$ cat src/rtl/bp_seq_pkg.sv
// Shared types for the training-run sequencer: state encoding, cost width
// and the saturating add used by the cost accumulator.
package bp_seq_pkg;

  localparam int COST_W = 32;

  // state  | meaning
  // IDLE   | waiting for a start edge (ready=1)
  // FWD    | forward pulse issued
  // WFWD   | waiting for fwd_done
  // BWD    | backward pulse issued
  // WBWD   | waiting for bwd_done
  // UPD    | weight-update pulse issued
  // WUPD   | waiting for upd_done
  // NEXT   | advance sample/epoch, publish epoch cost at epoch end
  // FIN    | set done, return to IDLE
  // ERR    | phase timeout, held until reset
  typedef enum logic [3:0] {
    S_IDLE, S_FWD, S_WFWD, S_BWD, S_WBWD, S_UPD, S_WUPD, S_NEXT, S_FIN, S_ERR
  } state_t;

  function automatic logic [COST_W-1:0] sat_add(input logic [COST_W-1:0] a,
                                                input logic [COST_W-1:0] b);
    logic [COST_W:0] s;
    s = {1'b0, a} + {1'b0, b};
    return s[COST_W] ? '1 : s[COST_W-1:0];
  endfunction

endpackage

$ cat src/rtl/bp_seq_wdog.sv
// Per-phase watchdog for bp_seq_ctrl; only built when BP_SEQ_TIMEOUT_EN is defined.
`ifdef BP_SEQ_TIMEOUT_EN
module bp_seq_wdog #(
  parameter int TO_CYCLES = 1024
) (
  input  logic aclk,
  input  logic aresetn,
  input  logic clr,
  input  logic run,
  output logic expired
);

  localparam int CW = $clog2(TO_CYCLES + 1);

  logic [CW-1:0] cnt;

  always_ff @(posedge aclk) begin
    if (!aresetn || clr) cnt <= '0;
    else if (run && !expired) cnt <= cnt + CW'(1);
  end

  // Fires in the TO_CYCLES-th consecutive wait cycle.
  assign expired = run && (cnt == CW'(TO_CYCLES - 1));

endmodule
`endif

$ cat src/rtl/bp_seq_ctrl.sv
// Forward/backward/update training-run sequencer with per-epoch cost accumulation.
// Define BP_SEQ_TIMEOUT_EN to add the per-phase watchdog and the ERR state.
module bp_seq_ctrl
  import bp_seq_pkg::*;
#(
  parameter int N_SAMPLES = 4,
  parameter int N_EPOCHS  = 16,
  parameter int TO_CYCLES = 1024,
  localparam int SW = (N_SAMPLES > 1) ? $clog2(N_SAMPLES) : 1,
  localparam int EW = (N_EPOCHS > 1) ? $clog2(N_EPOCHS) : 1
) (
  input  logic              aclk,
  input  logic              aresetn,
  input  logic              start,
  input  logic              mode_test,
  output logic              ready,
  output logic              done,
  output logic              err,
  output logic              fwd_start,
  input  logic              fwd_done,
  output logic              bwd_start,
  input  logic              bwd_done,
  output logic              upd_start,
  input  logic              upd_done,
  output logic [SW-1:0]     sample_idx,
  output logic [EW-1:0]     epoch_idx,
  input  logic [COST_W-1:0] cost_in,
  input  logic              cost_valid,
  output logic [COST_W-1:0] out_cost
);

  state_t              state;
  logic                start_q;
  logic                mode_q;
  logic [COST_W-1:0]   acc;
  logic [COST_W-1:0]   acc_nxt;
  logic                rise;
  logic                last_s;
  logic                last_e;
  logic                tmo;

  assign rise    = start & ~start_q;
  assign acc_nxt = sat_add(acc, cost_valid ? cost_in : '0);
  assign last_s  = (sample_idx == SW'(N_SAMPLES - 1));
  assign last_e  = (epoch_idx == EW'(N_EPOCHS - 1));
  assign ready   = (state == S_IDLE);

`ifdef BP_SEQ_TIMEOUT_EN
  logic wd_clr;
  logic wd_run;

  assign wd_clr = state inside {S_FWD, S_BWD, S_UPD};
  assign wd_run = state inside {S_WFWD, S_WBWD, S_WUPD};

  bp_seq_wdog #(.TO_CYCLES(TO_CYCLES)) u_wdog (
    .aclk    (aclk),
    .aresetn (aresetn),
    .clr     (wd_clr),
    .run     (wd_run),
    .expired (tmo)
  );
`else
  assign tmo = 1'b0;
`endif

  always_ff @(posedge aclk) begin
    if (!aresetn) begin
      state      <= S_IDLE;
      start_q    <= 1'b0;
      mode_q     <= 1'b0;
      done       <= 1'b0;
      err        <= 1'b0;
      fwd_start  <= 1'b0;
      bwd_start  <= 1'b0;
      upd_start  <= 1'b0;
      sample_idx <= '0;
      epoch_idx  <= '0;
      acc        <= '0;
      out_cost   <= '0;
    end else begin
      start_q   <= start;
      fwd_start <= 1'b0;
      bwd_start <= 1'b0;
      upd_start <= 1'b0;
      if (state != S_IDLE) acc <= acc_nxt;
      case (state)
        S_IDLE: if (rise) begin
          state      <= S_FWD;
          fwd_start  <= 1'b1;
          done       <= 1'b0;
          mode_q     <= mode_test;
          sample_idx <= '0;
          epoch_idx  <= '0;
        end
        S_FWD: state <= S_WFWD;
        S_WFWD: begin
          if (fwd_done) begin
            if (mode_q) state <= S_NEXT;
            else begin
              state     <= S_BWD;
              bwd_start <= 1'b1;
            end
          end else if (tmo) begin
            state <= S_ERR;
            err   <= 1'b1;
          end
        end
        S_BWD: state <= S_WBWD;
        S_WBWD: begin
          if (bwd_done) begin
            state     <= S_UPD;
            upd_start <= 1'b1;
          end else if (tmo) begin
            state <= S_ERR;
            err   <= 1'b1;
          end
        end
        S_UPD: state <= S_WUPD;
        S_WUPD: begin
          if (upd_done) state <= S_NEXT;
          else if (tmo) begin
            state <= S_ERR;
            err   <= 1'b1;
          end
        end
        S_NEXT: begin
          if (!last_s) begin
            sample_idx <= sample_idx + SW'(1);
            state      <= S_FWD;
            fwd_start  <= 1'b1;
          end else begin
            // Epoch end: publish including any cost arriving this cycle.
            sample_idx <= '0;
            out_cost   <= acc_nxt;
            acc        <= '0;
            if (mode_q || last_e) state <= S_FIN;
            else begin
              epoch_idx <= epoch_idx + EW'(1);
              state     <= S_FWD;
              fwd_start <= 1'b1;
            end
          end
        end
        S_FIN: begin
          done  <= 1'b1;
          state <= S_IDLE;
        end
        S_ERR:   state <= S_ERR;
        default: state <= S_IDLE;
      endcase
    end
  end

endmodule
$ cat config.mk
export PLATFORM = sky130hd
export DESIGN_NAME = bp_seq_ctrl
export DESIGN_NICKNAME = d
export VERILOG_FILES = /design/src/rtl/bp_seq_pkg.sv /design/src/rtl/bp_seq_wdog.sv /design/src/rtl/bp_seq_ctrl.sv
export SDC_FILE = /design/constraint.sdc
export NUM_CORES = 1
export LEC_CHECK = 0
export CAP_MARGIN = 20
export CORE_MARGIN = 5
export CORE_UTILIZATION = 40
export CTS_CLUSTER_SIZE = 30
export DETAILED_ROUTE_END_ITERATION = 10
export PLACE_DENSITY_LB_ADDON = 0.12
export RECOVER_POWER = 100
export SLEW_MARGIN = 25
export SYNTH_ARGS = -nofsm -noshare
export SYNTH_HDL_FRONTEND = slang
export SYNTH_HIERARCHICAL = 1
export SYNTH_SLANG_ARGS = --single-unit
$ cat constraint.sdc
create_clock -name aclk -period 6.7 [get_ports aclk]
set_input_delay 1.005 -clock aclk [delete_from_list [all_inputs] [get_ports aclk]]
set_output_delay 1.005 -clock aclk [all_outputs]
set_load 0.01 [all_outputs]
## Word level (Yosys, flattened, before mapping)

Cells that the tools add are included.

| word-level totals | value |
|---|---|
| bits of input ports | 40 |
| flip-flop bits (word level) | 80 |

| cells by class | value |
|---|---|
| add/sub/neg operators | 3 |
| eq/ne operators | 17 |
| mux-type cells | 28 |
| bitwise logic cells | 2 |
| reductions and logical operators | 13 |

Operators by type and width:

| kind | number |
|---|---|
| 32-bit 2-to-1 mux | 5 |
| 4-bit 2-to-1 mux | 9 |
| 4-bit case mux with 9 select lines | 1 |
| 32-bit by 32-bit adder with 33-bit output | 1 |
| 4-bit by 3-bit == test with 1-bit output, second input constant | 4 |
| 4-bit == test, second input constant | 3 |
| 2-bit inequality test, second input constant | 5 |
| 2-bit AND reduction | 5 |
| 4-bit by 2-bit == test with 1-bit output, second input constant | 2 |
| 4-bit case mux with 2 select lines | 1 |
| 4-bit AND reduction | 2 |
| 1-bit 2-to-1 mux | 6 |
| 4-bit by 1-bit adder with 4-bit output, second input constant | 1 |
| 4-bit by 1-bit == test with 1-bit output, second input constant | 1 |
| 4-bit zero test | 1 |
| 2-bit 2-to-1 mux | 2 |
| 1-bit case mux with 2 select lines | 2 |
| 2-bit case mux with 2 select lines | 1 |
| 2-bit nonzero test | 2 |
| 4-bit nonzero test | 1 |
| 3-bit 2-to-1 mux | 1 |
| 3-bit AND reduction | 1 |
| 2-bit by 1-bit adder with 2-bit output, second input constant | 1 |
| 2-bit == test, second input constant | 1 |
| 4 further kinds | 4 |

## Logic depth before layout (Yosys ltp)

Gate-level depths: netlist of the first run.

| depth | value |
|---|---|
| word-level depth | 6 |
| depth in mapped cells | 14 |
| depth with buffers taken out | 12 |

## Worst setup path after synthesis of the first run

No wires, ideal clock.

| timing | value |
|---|---|
| path type | input to register |
| start point | input cost_in[0] |
| end point | register acc[31] |
| library setup time | 0.132 ns |
| stages on the path | 12 |
| slack | 3.226 ns |
| arrival | 3.342 ns |
| cells stage by stage | and2_1 -> ha_1 -> fa_1 -> a211oi_1 -> o21ai_2 -> o2111ai_1 -> a2111oi_2 -> o21ai_1 -> nand2_1 -> mux2_4 -> nor3_2 -> a21oi_1 |

| on the way | value |
|---|---|
| cells in the longest elaborated chain, start to end | 6 |

RTL lines:

| item | RTL line | source |
|---|---|---|
| start, declared | bp_seq_ctrl.sv:27 | `input logic [COST_W-1:0] cost_in,` |
| 32-bit 2-to-1 mux (*) | bp_seq_ctrl.sv:43 | `assign acc_nxt = sat_add(acc, cost_valid ? cost_in : '0);` |
| 32-bit by 32-bit adder with 33-bit output (*) | bp_seq_pkg.sv:25 | `s = {1'b0, a} + {1'b0, b};` |
| 32-bit 2-to-1 mux (*) | bp_seq_pkg.sv:26 | `return s[COST_W] ? '1 : s[COST_W-1:0];` |
| 32-bit 2-to-1 mux (*) | bp_seq_ctrl.sv:85 | `if (state != S_IDLE) acc <= acc_nxt;` |
| 32-bit 2-to-1 mux | bp_seq_ctrl.sv:127 | `if (!last_s) begin` |
| 32-bit 2-to-1 mux (*) | bp_seq_ctrl.sv:86 | `case (state)` |
| end signal, assigned | bp_seq_ctrl.sv:85 |  |
| end, declared | bp_seq_ctrl.sv:35 | `logic [COST_W-1:0] acc;` |

Mark *: on every way between the ends. The rest lies on a longest branch, timed or not.
A chain may end at the register's enable or synchronous reset.

## Worst setup path after layout of the first run

| timing | value |
|---|---|
| start point | input cost_valid |
| end point | register out_cost[3] |

| on the way | value |
|---|---|
| cells in the longest elaborated chain, start to end | 3 |

RTL lines:

| item | RTL line | source |
|---|---|---|
| start, declared | bp_seq_ctrl.sv:28 | `input logic cost_valid,` |
| 32-bit 2-to-1 mux | bp_seq_ctrl.sv:43 |  |
| 32-bit by 32-bit adder with 33-bit output | bp_seq_pkg.sv:25 |  |
| 32-bit 2-to-1 mux | bp_seq_pkg.sv:26 |  |
| end signal, assigned | bp_seq_ctrl.sv:134 | `out_cost <= acc_nxt;` |
| end, declared | bp_seq_ctrl.sv:29 | `output logic [COST_W-1:0] out_cost` |

No other way between the ends.

==> metrics.txt, run 1 <==
synthesized instance count 631; core box area 0.0120 sq mm; max-cap violation count 1; FMAX roughly 0.20 GHz; Setup violations, final 0; Area growth syn-to-layout 23.1%; DRT Wirelength between 10 and 15 mm; Bufs and invs on worst path 2; leak pwr 0.00270 uW; final setup TNS 0 ns; fraction of layout cells with a size suffix above 1 0.0506; Startpoint Class input pin; mapped cell area 0.00490 sq mm; gr ovfl total 0; CTS resizes 0; DR vias between 4000 and 5000; hold crit path type reg2reg; Worst-path clk slew roughly 0.070 ns; Slew @ Worst Pin 1.59 ns; commonest non-fill, non-tap cell in the layout a21oi_1; Tot Pwr ~1700 uW; average size of a mapped cell around 7.8 sq um; Critical Path Stages 14; Main synth FF type dfxtp_1; Initial Utilization 0.408; Clock Skew approximately 0.0075 ns; DR pass1 iterations 5; origin of the critical flop-to-flop path acc[0]; final worst setup slack approximately 1.7 ns; YS warnings 6; clk buf depth 2; Fill cells between 1000 and 1500; Final Critical Period ~5.0 ns; Synth cell types 55; Post-synth EDFFs 0; nets 762; Crit path arrival time 5.24 ns; Rows 40; antenna violations before repair 0; kind of critical path in2reg; die extent in y around 120 um; CTS Buf Count 9; worst-skew pair later-pin latency 0.35 ns; number of global-route vias before repair between 4000 and 5000; CP max FO 32; GRT Overall Usage 0.181; reg2reg end out_cost[3]; sequential-to-total area share from yosys stat 0.327; cell family with most CP delay compound AO/OA/AOI/OAI gates; reg2reg path depth 12; H-Tree Depth 3; first-pass GRT wire length 21.6 mm; crit-path cells clkbuf_1 > and2_0 > ha_1 > fa_1 > a211oi_1 > o21ai_2 > o2111ai_1 > a2111oi_2 > o21ai_0 > o21ai_0 > buf_4 > nand2b_1 > nor2_1 > nor2_1; Core Util, Final 0.502; CP Capture Type register; post-route ant nets 0; postcts setup bufs 0; DR WL/cell around 16 um; DR DRC count 0; hold buffers post-CTS 0; Die W 121 um; pre-CTS setup slack 1.60 ns; CTS tree built; RSZ-0062 raised after global routing no; Sink Count 80; drt via density 5.49; Final Cycle Share 0.740; Hold Violations, Final 0; Rel. slew slack -0.0590; clock root cell clkbuf_16; dpl hpwl 9.37 mm; reg2reg setup slack 3.15 ns; Synth Register Bits 80; I/O pins 84; largest net degree at the start of global routing 60; crit path launch cost_valid; Req. time, crit path between 6 and 7 ns; DR iter-0 viols 215; Peak VDD IR approximately 0.00011 V; Final Max Slew Viols 37; Async S/R FF share, synth 0; commonest non-fill, non-tap cells in the layout 94 x a21oi_1, 80 x dfxtp_1, 76 x o21ai_0, 64 x nor2_1, 44 x dlygate4sd3_1; critical path endpoint out_cost[3]; slowest CP cell clkbuf_1; power per cell area 284 mW/mm^2; failing checks capacitance limit, slew limit; Final Wtd Congestion about 0.89; antenna cells 0; syn_nets 706; Worst path max stage delay 0.84 ns; status finished with violations; input/output buffers 82; die area 0.0146 sq mm
==> through the flow <==
stage | instance area [sq um] | instances | hold slack (ns)
floorplan | 4900 | 631 | 0.457
global placement | 5770 | 823 | 0.461
detailed placement | 5770 | 823 | 0.473
CTS | 6050 | 839 | 0.481
global route | 6030 | 839 | 0.513
finish | 6030 | 839 | 0.479
==> worst min-delay path by stage <==
stage	start	to	slack, ns	cells past startpoint
2_1_floorplan	mode_q	mode_q	0.46	2
3_3_place_gp	done	done	0.46	2
3_5_place_dp	done	done	0.47	2
4_1_cts	done	done	0.48	2
5_1_grt	done	done	0.51	2
6_report	done	done	0.48	2
==> report_power, final <==
part           switching [uW]  internal [uW]  total (uW)
Sequential               45.7            541         587
Clock                     218            255         473
Combinational             406            248         654
Total                     670           1040        1710
==> metal layers <==
metal / track usage / up-vias / wire [um]
li1: - / 2354 / -
met2: 0.292 / 117 / 6070
met4: 0.0545 / 0 / 145
met1: 0.239 / 2124 / 6300
met3: 0.0440 / 13 / 730
met5: 0 / - / 0
==> kinds of logic (layout without fill, tap and decap cells) <==
| logic type | Yosys count | after routing | synth area share |
|---|---|---|---|
| XOR/XNOR | 30 | 30 | 0.0536 |
| AND/OR/NAND/NOR | 198 | 198 | 0.197 |
| other | 1 | 1 | 0.000766 |
| adder cells (fa/ha/maj) | 35 | 35 | 0.0909 |
| AO/OA/AOI/OAI | 235 | 235 | 0.284 |
| multiplexers | 2 | 2 | 0.00511 |
| buffers and inverters | 50 | 111 | 0.0409 |
| flip-flops | 80 | 80 | 0.327 |
==> flip-flops by register name, indices dropped and copies added (netlist names) <==
name	flops
acc	32
out_cost	32
epoch_idx	4
state	4
sample_idx	2
bwd_start	1
done	1
fwd_start	1
mode_q	1
start_q	1
upd_start	1
==> cells in the mapped netlist (12+ instances only) <==
master    instances  share of area
and2_1           34          0.043
nor2_1           65          0.050
nand2b_1         12          0.015
clkbuf_1         35          0.027
xor2_1           16          0.029
a21oi_1          94          0.096
a21o_1           18          0.028
o21ai_0          74          0.076
ha_1             34          0.087
nand2_1          42          0.032
xnor2_1          14          0.025
dfxtp_1          80           0.33
==> worst min-delay path: cells and delay by family (launching register included) <==
family | cells | cell delay [ns]
flops | 1 | 0.32
compound gates | 2 | 0.11
==> final cells by class <==
| cell class | instances | area, sq um | share of cell area |
|---|---|---|---|
| timing repair buffer | 86 | 841 | 0.139 |
| clock inverter | 7 | 55.1 | 0.00913 |
| sequential | 80 | 1600 | 0.266 |
| clock buffer | 9 | 225 | 0.0373 |
| inverter | 9 | 33.8 | 0.00560 |
| tap | 147 | 184 | 0.0305 |
| multi-input combinational | 501 | 3090 | 0.513 |
Power figures use the tool's default switching activity.
==> inputs of run 2 (changes only) <==
==> constraint.sdc (replaced) <==
create_clock -name aclk -period 5 [get_ports aclk]
set_input_delay 0.75 -clock aclk [delete_from_list [all_inputs] [get_ports aclk]]
set_output_delay 0.75 -clock aclk [all_outputs]
set_load 0.01 [all_outputs]
==> run 2 against run 1 <==
  * The flow still finishes with violations (capacitance limit, slew limit)
  * First-iteration DRC count increased by 23%
  * Total power increased by 35%
  * Final cell count increased by 0.24%
  * Largest cell class unchanged
  * Largest power group unchanged
==> metrics.txt, run 2 (synthesis results as in run 1) <==
status finished with violations; failing checks capacitance limit, slew limit; postcts setup bufs 0; DR pass1 iterations 4; Initial Utilization 0.408; Req. time, crit path 5.23 ns; Setup violations, final 0; antenna cells 0; max-cap violation count 1; largest net degree at the start of global routing 58; placed insts between 800 and 900; gr ovfl total 0; Startpoint Class input pin; Sink Count 80; DR iter-0 viols 264; Hold Violations, Final 0; Peak VDD IR 0.000168 V; Crit path arrival time 4.48 ns; Final Cycle Share 0.850; Slew @ Worst Pin 1.52 ns; Final Critical Period 4.25 ns; placed instance area between 0.005 and 0.006 sq mm; die extent in y roughly 120 um; core box area between 0.01 and 0.015 sq mm; DRT Wirelength 13.2 mm; leak pwr around 0.0027 uW; CP max FO 6; I/O pins 84; crit path launch cost_valid; final setup TNS 0 ns; post-route ant nets 0; RSZ-0062 raised after global routing no; Rel. slew slack -0.0124; hold buffers post-CTS 0; commonest non-fill, non-tap cell in the layout a21oi_1; final instance area 0.00605 sq mm; Area growth syn-to-layout 23.6%; clock root cell clkbuf_16; fraction of layout cells with a size suffix above 1 0.0504; Clock Skew 0.00821 ns; CTS resizes 0; Final Max Slew Viols 37; clk buf depth 2; CP Capture Type register; Die W 121 um; antenna violations before repair 0; number of global-route vias before repair between 4000 and 5000; hold_sp done; Final Wtd Congestion 0.876; FMAX 0.235 GHz; power per cell area 381 mW/mm^2; DR vias between 4000 and 5000; commonest non-fill, non-tap cells in the layout 94 x a21oi_1, 80 x dfxtp_1, 76 x o21ai_0, 65 x nor2_1, 45 x dlygate4sd3_1; origin of the critical flop-to-flop path acc[0]; worst-skew pair later-pin latency 0.35 ns; hold crit path type reg2reg; first-pass GRT wire length 22.0 mm; nets 765; dpl hpwl 9.50 mm; DR WL/cell 15.7 um; Rows 40; kind of critical path in2reg; die area 0.0146 sq mm; input/output buffers 82; Worst-path clk slew 0.06 ns; CTS Buf Count 9; DR DRC count 0; drt via density roughly 5.5; H-Tree Depth 3; fin cells about 840; GRT Overall Usage 0.186; CTS tree built; biggest regs acc x32, out_cost x32
-- run 2: worst max-delay path, cell delays in order --
cell and delay (ns):
dlygate4sd3_1 0.66, and2_0 0.19, ha_1 0.22, fa_1 0.43, a211oi_1 0.36, o21ai_2 0.14
o21ai_0 0.41, o31ai_4 0.14, nor3b_2 0.19, o31ai_1 0.49, o41ai_1 0.16, xnor2_1 0.22
a21oi_1 0.09
-- run 2: final cells by class --
type                            instances  area [sq um]
Fill cell                            1191          5960
Multi-Input combinational cell        501          3080
Sequential cell                        80          1600
Timing Repair Buffer                   89           870
Clock buffer                           10           229
Tap cell                              147           184
Clock inverter                          5          57.6
Inverter                                9          33.8
-- run 2: path summary, 6_finish.rpt --
path / endpoint / slack [ns] / depth (start not counted)
max: out_cost[30] / 0.75 / 13
min: done / 0.46 / 2
max reg2reg: out_cost[30] / 1.68 / 11
min reg2reg: done / 0.46 / 2
-- run 2: power by group --
group	internal, uW	total [uW]	switching [uW]
clock	385	663	278
combinational	332	862	530
sequential	726	784	58.6
total	1440	2310	866
-- run 2: per-layer routing --
layer,vias up,routed length (um),track usage
met5,-,0,0
met4,0,208,0.0666
met3,14,637,0.0398
met2,94,5960,0.301
met1,2134,6360,0.243
li1,2364,-,-
-- run 2: per-stage QoR --
stage | power [uW] | util | hold slack (ns) | worst slack [ns]
6_report | 2310 | 0.504 | 0.460 | 0.751
5_1_grt | 2470 | 0.504 | 0.501 | 0.408
4_1_cts | 2330 | 0.506 | 0.467 | 0.911
3_5_place_dp | 1660 | 0.482 | 0.460 | 0.580
3_3_place_gp | 1650 | 0.482 | 0.463 | 0.733
2_1_floorplan | 1450 | - | 0.457 | 1.78
==> inputs of run 3 (changes only) <==
==> constraint.sdc (replaced) <==
create_clock -name aclk -period 3.5 [get_ports aclk]
set_input_delay 0.525 -clock aclk [delete_from_list [all_inputs] [get_ports aclk]]
set_output_delay 0.525 -clock aclk [all_outputs]
set_load 0.01 [all_outputs]
==> run 3 against run 2 <==
  * Design area is 7.0% higher
  * Clock skew is 0.0047 ns higher
  * Critical endpoint unchanged
  * Die area stayed put
  * First-iteration DRC count is 15% lower
  * Global-route usage is 0.84 points higher
  * Clock-buffer cell count stayed put
  * Final cell count is 6.2% higher
  * Critical path type unchanged
  * Worst setup slack worse by 0.53 ns
  * Highest routed layer unchanged
  * Non-clock buffer count is 51 higher
  * The flow now finishes without violations
  * Critical path depth is 2 higher
  * Total power is 53% higher
==> metrics.txt, run 3 (synthesis results as in run 1) <==
antenna violations before repair 0; power per cell area roughly 540 mW/mm^2; number of global-route vias before repair 4810; Tot Pwr 3530 uW; I/O pins 84; largest net degree at the start of global routing 60; kind of critical path in2reg; Final Max Slew Viols 0; Req. time, crit path 3.73 ns; core box area between 0.01 and 0.015 sq mm; drt via density 5.42; placed instance area 0.00620 sq mm; crit path launch cost_in[0]; commonest non-fill, non-tap cells in the layout 94 x a21oi_1, 80 x dfxtp_1, 74 x o21ai_0, 65 x nor2_1, 52 x buf_4; Final Wtd Congestion roughly 0.87; clock root cell clkbuf_16; Initial Utilization 0.408; Crit path arrival time 3.51 ns; Peak VDD IR 0.000279 V; reg2reg path depth 13; origin of the critical flop-to-flop path acc[0]; DR WL/cell ~15 um; CTS resizes 0; gr ovfl total 0; placed insts 877; final instance area around 0.0065 sq mm; Hold Violations, Final 0; max-cap violation count 0; dpl hpwl 10.0 mm; fraction of layout cells with a size suffix above 1 0.121; reg2reg end out_cost[30]; status finished clean; GRT Overall Usage 0.194; CTS Buf Count 9; antenna cells 0; pre-CTS setup slack -0.307 ns; Fill cells 1157; biggest regs acc x32, out_cost x32; Startpoint Class input pin; hold crit path type reg2reg; Slew @ Worst Pin 1.06 ns; CTS tree built; final worst setup slack 0.222 ns; worst-skew pair later-pin latency 0.36 ns; DR vias 4844; H-Tree Depth 3; DR pass1 iterations 5; Worst-path clk slew 0.06 ns; CP Capture Type register; post-route ant nets 0; die extent in y 121 um; commonest non-fill, non-tap cell in the layout a21oi_1; critical path endpoint out_cost[30]; leak pwr 0.00298 uW; Area growth syn-to-layout 32.3%; Setup violations, final 0; hold buffers post-CTS 0; Rows 40; die area 0.0146 sq mm; Final Cycle Share 0.937; CP max FO 3; Final Critical Period around 3.3 ns; RSZ-0062 raised after global routing no; fin cells roughly 890; Rel. slew slack 0.295; first-pass GRT wire length 23.0 mm; DR DRC count 0; FMAX 0.305 GHz; input/output buffers 82; Sink Count 80; postcts setup bufs 0; DR iter-0 viols 225; reg2reg setup slack 0.65 ns; Die W around 120 um; Core Util, Final 0.539; DRT Wirelength 13.8 mm; clk buf depth 2; Clock Skew 0.0129 ns; nets 816
[run 3: worst min-delay path by stage]
stage,start,endpoint,slack (ns),cells after the start
floorplan,mode_q,mode_q,0.46,2
global placement,done,done,0.46,2
finish,done,done,0.46,2
detailed placement,done,done,0.45,2
CTS,done,done,0.46,2
global route,done,done,0.48,2
[run 3: per-stage QoR]
stage               TNS, ns  hold WS [ns]
floorplan                 0         0.457
global placement      -9.33         0.459
detailed placement   -14.42         0.454
CTS                       0         0.463
global route              0         0.482
finish                    0         0.457
[run 3: per-layer routing]
layer	up-vias	share of wire	track usage
li1	2469	-	-
met1	2244	0.48	0.254
met2	114	0.45	0.313
met3	17	0.055	0.0458
met4	0	0.014	0.0687
met5	-	0	0
[run 3: layout make-up]
class	count	area, sq um	share of cell area
tap	147	184	0.0284
sequential	80	1600	0.247
clock inverter	6	67.6	0.0104
inverter	9	33.8	0.00521
timing repair buffer	140	1260	0.194
multi-input combinational	501	3110	0.479
clock buffer	10	229	0.0353
[run 3: worst max-delay path: stages]
cell,delay [ns]
clkdlybuf4s50_1,0.41
and2_0,0.17
ha_1,0.21
fa_1,0.39
a211oi_1,0.30
o21ai_2,0.11
clkbuf_2,0.14
o21ai_2,0.19
o31ai_4,0.09
nor3b_2,0.17
o31ai_1,0.23
buf_4,0.17
o41ai_2,0.06
xnor2_1,0.22
a21oi_1,0.11
[run 3: power breakdown]
part	switching (uW)	internal (uW)	total, uW	leakage [uW]
logic	813	629	1440	0.00219
registers	86.4	1040	1120	0.000652
clock network	405	555	961	0.000139
total	1300	2220	3530	0.00298
